`config.mk`:
```
export PLATFORM = sky130hd
export DESIGN_NAME = router_out_arb
export DESIGN_NICKNAME = d
export VERILOG_FILES = /design/src/rtl/router_pkg.sv /design/src/rtl/rr_arb3.sv /design/src/rtl/router_out_arb.sv
export SDC_FILE = /design/constraint.sdc
export NUM_CORES = 1
export LEC_CHECK = 0
export CAP_MARGIN = 40
export CORE_ASPECT_RATIO = 0.8
export CORE_MARGIN = 2
export CORE_UTILIZATION = 36
export DETAILED_ROUTE_END_ITERATION = 12
export GPL_TIMING_DRIVEN = 0
export PLACE_DENSITY = 0.84
export SLEW_MARGIN = 20
export SYNTH_ARGS = -nofsm -noshare
export SYNTH_HDL_FRONTEND = slang
export SYNTH_SLANG_ARGS = --single-unit
export TNS_END_PERCENT = 20
```
`constraint.sdc`:
```
create_clock -name clk -period 2.2 [get_ports clk]
set_clock_uncertainty 0.1 [all_clocks]
set_input_delay 0.22 -clock clk [delete_from_list [all_inputs] [get_ports clk]]
set_output_delay 0.22 -clock clk [all_outputs]
set_load 0.01 [all_outputs]
```
`src/rtl/router_pkg.sv`:
```
// Shared constants for the router output arbiter: flit width, header codes,
// input port indices and the arbiter FSM encoding.
package router_pkg;

    localparam int unsigned WD_DEFAULT = 40;

    localparam logic [3:0] DEST_X     = 4'b0100;
    localparam logic [3:0] DEST_Y     = 4'b1000;
    localparam logic [3:0] DEST_LOCAL = 4'b0010;

    localparam logic [1:0] PORT_X     = 2'd0;
    localparam logic [1:0] PORT_Y     = 2'd1;
    localparam logic [1:0] PORT_LOCAL = 2'd2;

    typedef enum logic [1:0] {
        StIdle    = 2'd0,
        StBusy    = 2'd1,
        StBlocked = 2'd2
    } arb_state_e;

endpackage

```
`src/rtl/rr_arb3.sv`:
```
// Three-way round-robin winner select: search starts at the port after last_ptr
// in the order x -> y -> local -> x. Purely combinational, one-hot grant.
module rr_arb3
    import router_pkg::*;
(
    input  logic [2:0] req,
    input  logic [1:0] last_ptr,
    output logic [2:0] grant
);

    always_comb begin
        grant = 3'b000;
        case (last_ptr)
            PORT_X: begin
                if (req[1])      grant = 3'b010;
                else if (req[2]) grant = 3'b100;
                else if (req[0]) grant = 3'b001;
            end
            PORT_Y: begin
                if (req[2])      grant = 3'b100;
                else if (req[0]) grant = 3'b001;
                else if (req[1]) grant = 3'b010;
            end
            default: begin
                if (req[0])      grant = 3'b001;
                else if (req[1]) grant = 3'b010;
                else if (req[2]) grant = 3'b100;
            end
        endcase
    end

endmodule

```
`src/rtl/router_out_arb.sv`:
```
// Output-port arbiter: pops matching head flits from the x/y/local input FIFOs
// round-robin and forwards one registered flit per cycle to the next FIFO.
module router_out_arb
    import router_pkg::*;
#(
    parameter int unsigned WD        = WD_DEFAULT,
    parameter logic [3:0]  DEST_CODE = DEST_X
) (
    input  logic          clk,
    input  logic          rst_n,
    input  logic          empty_x,
    input  logic          empty_y,
    input  logic          empty_local,
    input  logic [WD-1:0] head_x,
    input  logic [WD-1:0] head_y,
    input  logic [WD-1:0] head_local,
    input  logic          next_full,
    output logic          rd_x_en,
    output logic          rd_y_en,
    output logic          rd_local_en,
    output logic [WD-1:0] data_out,
    output logic          wr_next_en,
    output logic          blocked,
    output logic [15:0]   flit_cnt
);

    logic [2:0]    req;
    logic [2:0]    arb_grant;
    logic [2:0]    grant;
    logic          grant_en;
    logic [1:0]    last_ptr_q, win_idx;
    logic [WD-1:0] win_head;
    logic [WD-1:0] data_q;
    logic          wr_q;
    logic [15:0]   cnt_q;
    arb_state_e    state_q, state_d;

    assign req[0] = !empty_x     && (head_x[WD-1:WD-4]     == DEST_CODE);
    assign req[1] = !empty_y     && (head_y[WD-1:WD-4]     == DEST_CODE);
    assign req[2] = !empty_local && (head_local[WD-1:WD-4] == DEST_CODE);

    rr_arb3 u_rr_arb3 (
        .req      (req),
        .last_ptr (last_ptr_q),
        .grant    (arb_grant)
    );

    // Reset gates the pop strobes so a FIFO is never popped while in reset.
    assign grant_en = rst_n && !next_full && (|req);
    assign grant    = grant_en ? arb_grant : 3'b000;

    assign rd_x_en     = grant[0];
    assign rd_y_en     = grant[1];
    assign rd_local_en = grant[2];

    always_comb begin
        win_idx  = last_ptr_q;
        win_head = head_local;
        case (grant)
            3'b001: begin
                win_idx  = PORT_X;
                win_head = head_x;
            end
            3'b010: begin
                win_idx  = PORT_Y;
                win_head = head_y;
            end
            3'b100: begin
                win_idx  = PORT_LOCAL;
                win_head = head_local;
            end
            default: ;
        endcase
    end

    always_comb begin
        state_d = StIdle;
        if (|req) begin
            state_d = next_full ? StBlocked : StBusy;
        end
    end

    always_ff @(posedge clk) begin
        if (!rst_n) begin
            data_q     <= '0;
            wr_q       <= 1'b0;
            cnt_q      <= 16'h0000;
            last_ptr_q <= PORT_LOCAL;
            state_q    <= StIdle;
        end else begin
            state_q <= state_d;
            wr_q    <= grant_en;
            if (grant_en) begin
                data_q     <= win_head;
                last_ptr_q <= win_idx;
                cnt_q      <= cnt_q + 16'h0001;
            end
        end
    end

    assign data_out   = data_q;
    assign wr_next_en = wr_q;
    assign flit_cnt   = cnt_q;
    assign blocked    = (state_q == StBlocked);

endmodule

```
==> impl_metrics.tcl <==
set metrics [dict create \
    syn_area_per_cell_sq_um 9.12 \
    drt_wl_total_um 11000 \
    hold_path_class "primary input to register" \
    worstPathRequired_ps 1880 \
    synth_xor_xnor_area_share_pct 0.945 \
    outcome "finished clean" \
    cts-buffers-inserted 9 \
    die_area_sq_um 8450 \
    synthSimpleGateAreaFrac_pct 13.5 \
    initial_core_util_pct 37.4 \
    io_pins 187 \
    slowest_delay_ps 560 \
    routed-wl-met3_um 841 \
    vias_per_cell 5.60 \
    synth_compound_area_share_pct 33.6 \
    m1WireLength_um 4380 \
    finalHoldViolations 0 \
    period_minus_slack_ps 2180 \
    power_density_nw_per_um2 491 \
    synth_area_sq_um 2780 \
    maxCapViolations 0 \
    synth_top_family_by_area "compound AO/OA/AOI/OAI gates" \
    power_frac_seq_pct 45.5 \
    cp_max_fo 3 \
    wl_per_cell_um 17.9 \
    gr-total-overflow 0 \
    p_leak_nw 1.89 \
    cp-start-kind "primary input" \
    wl_met2_um 5620 \
    cts_sinks 61 \
    cp-end-kind "output pin" \
    core_sq_um 7430 \
    grtUsageTotal_pct 24.6 \
    ir_worst_vdd_mv 0.290 \
    dp.final_hpwl_um 8170 \
    die_w_um 102 \
    clockPowerShare_pct 37.3 \
    seq_area_frac_synth_pct 43.9 \
    drtAntennaViolNets 0 \
    fin_ws_ps 20.6 \
    htree_num_levels 3 \
    io_buffers 185 \
    comb_power_share_pct 17.2 \
    num-nets-final 635 \
    rsz0062_at_grt "true" \
    final_cell_mix "clkdlybuf4s50_1 (176), a21oi_1 (83), dfxtp_1 (61)" \
    synth_ff_type "dfxtp_1" \
    synth_seq_cells 61 \
    clk_latency_ps 340 \
    p_int_mw 1.93 \
    placed_cell_area_sq_um 4760 \
    rows 28 \
    swShare_pct 23.5 \
    antenna_found_initial 0 \
    cts_root_buffer "clkbuf_8" \
    tns_ps 0 \
    setup_viol 0 \
    synth_fa_ha_area_share_pct 0.450 \
    slew_viol_final 0 \
    async_flop_share_pct 0 \
    cts_hold_buf 0 \
    path_cells "clkdlybuf4s50_1 -> inv_1 -> and3_1 -> nor4_4 -> buf_6 -> dlygate4sd2_1" \
    yosys_warnings 0 \
    fin_crit_sh_pct 99.1 \
    final_common_cell "clkdlybuf4s50_1" \
    drive_above_1_share_pct 11.7 \
    grt_pass1_wl_um 16000 \
    post-route-cell-area_sq_um 5130 \
    syn_inst 305 \
    synth_nets 432 \
    drt-pass1-iter-count 6 \
    grt_start_max_net_pins 11 \
    synth_edf_count 0 \
    top_layer_used "met4" \
    drt_iter0_drc 227 \
    drc 0 \
    critPathArrivalTime_ps 1860 \
    num_vias 3453 \
    switching_power_mw 0.591 \
    slew_headroom_pct 45.7 \
    slowest_stage "clkdlybuf4s50_1" \
    grt_pass1_vias 3331 \
    max_freq_ghz 0.459 \
    synthDistinctLibCells 40 \
    place_worst_setup_slack_ps -874 \
    worstMarginPinSlew_ps 807 \
    synthMuxAreaShare_pct 0 \
    clk_pin_slew_ps 60 \
    cts_tree "built" \
    area_growth_pct 84.4 \
    antenna-diode-count 0 \
    fp.dieH_um 82.6 \
    worstSetupPathType "primary input to output pin" \
    gp_congestion 0.846 \
    clockBufferDepth 2 \
]
[cell families after synthesis]
group,Yosys count
AO/OA/AOI/OAI,142
AND/OR/NAND/NOR,62
buffers and inverters,36
adder cells (fa/ha/maj),1
XOR/XNOR,3
flip-flops,61
[per-layer routing]
layer,vias up,global-route usage [%]
li1,1621,-
met1,1653,27.6
met2,164,45.1
met3,15,5.89
met4,0,9.87
met5,-,0
[timing repair]
action / CTS / global route
pin swaps: 10 / 8
gates resized for setup: 24 / 23
gates cloned: 1 / 0
endpoints found under the setup margin: 40 / 40
buffers inserted: 6 / 0
[through the flow]
stage                     hold WS [ps]  std cells  util (%)  power [mW]
after floorplan                    294        305         -        1.28
after global placement             329        595      64.1        1.58
after detailed placement           336        595      64.1        1.59
after CTS                          284        617      68.2        2.53
after global routing               335        617      69.0        2.61
final                              306        617      69.0        2.52
[power groups by stage]
stage | clock network, mW | logic, mW | registers [mW]
after floorplan | 0 | 0.0987 | 1.18
after global placement | 0 | 0.410 | 1.17
after detailed placement | 0 | 0.420 | 1.17
after CTS | 0.952 | 0.430 | 1.14
after global routing | 0.999 | 0.460 | 1.15
final | 0.938 | 0.434 | 1.14
[cell type report]
class / instances / area, sq um
Multi-Input combinational cell: 208 / 1430
Clock buffer: 9 / 124
Tap cell: 105 / 131
Buffer: 26 / 206
Inverter: 10 / 37.5
Timing Repair Buffer: 192 / 1920
Clock inverter: 6 / 55.1
Sequential cell: 61 / 1220
Fill cell: 603 / 2300
[worst paths after layout]
path / start / endpoint / slack (ps) / depth (start not counted)
setup / recovery: empty_y / rd_x_en / 20 / 6
hold / removal: rst_n / data_out[1] / 310 / 3
setup reg to reg: last_ptr_q[1] / data_out[13] / 150 / 7
hold reg to reg: data_out[38] / data_out[38] / 350 / 2
[critical path, delay by kind of cell]
family	cells	cell delay, ps
buf+inv	4	1100
simple gates	2	550
[Yosys cell counts, types with 3 or more instances]
cell / number / area share (%)
nand2_1: 8 / 1.1
nand3_1: 7 / 1.3
dfxtp_1: 61 / 44
xor2_1: 3 / 0.95
buf_6: 8 / 3.2
a222oi_1: 36 / 13
nor2_1: 10 / 1.4
o21ai_0: 11 / 2.0
o311ai_0: 3 / 0.95
a21oi_1: 83 / 15
buf_2: 7 / 1.3
clkbuf_1: 9 / 1.2
o31ai_1: 4 / 1.1
inv_1: 9 / 1.2
or3_1: 9 / 2.0
nor3_1: 4 / 0.72
and3_1: 5 / 1.1
[flip-flops by register name, indices dropped and copies added (netlist names)]
| signal | cells |
|---|---|
| last_ptr_q | 2 |
| wr_next_en | 1 |
| flit_cnt | 16 |
| state_q | 2 |
| data_out | 40 |
No activity file was read; power rests on OpenSTA's default activity.
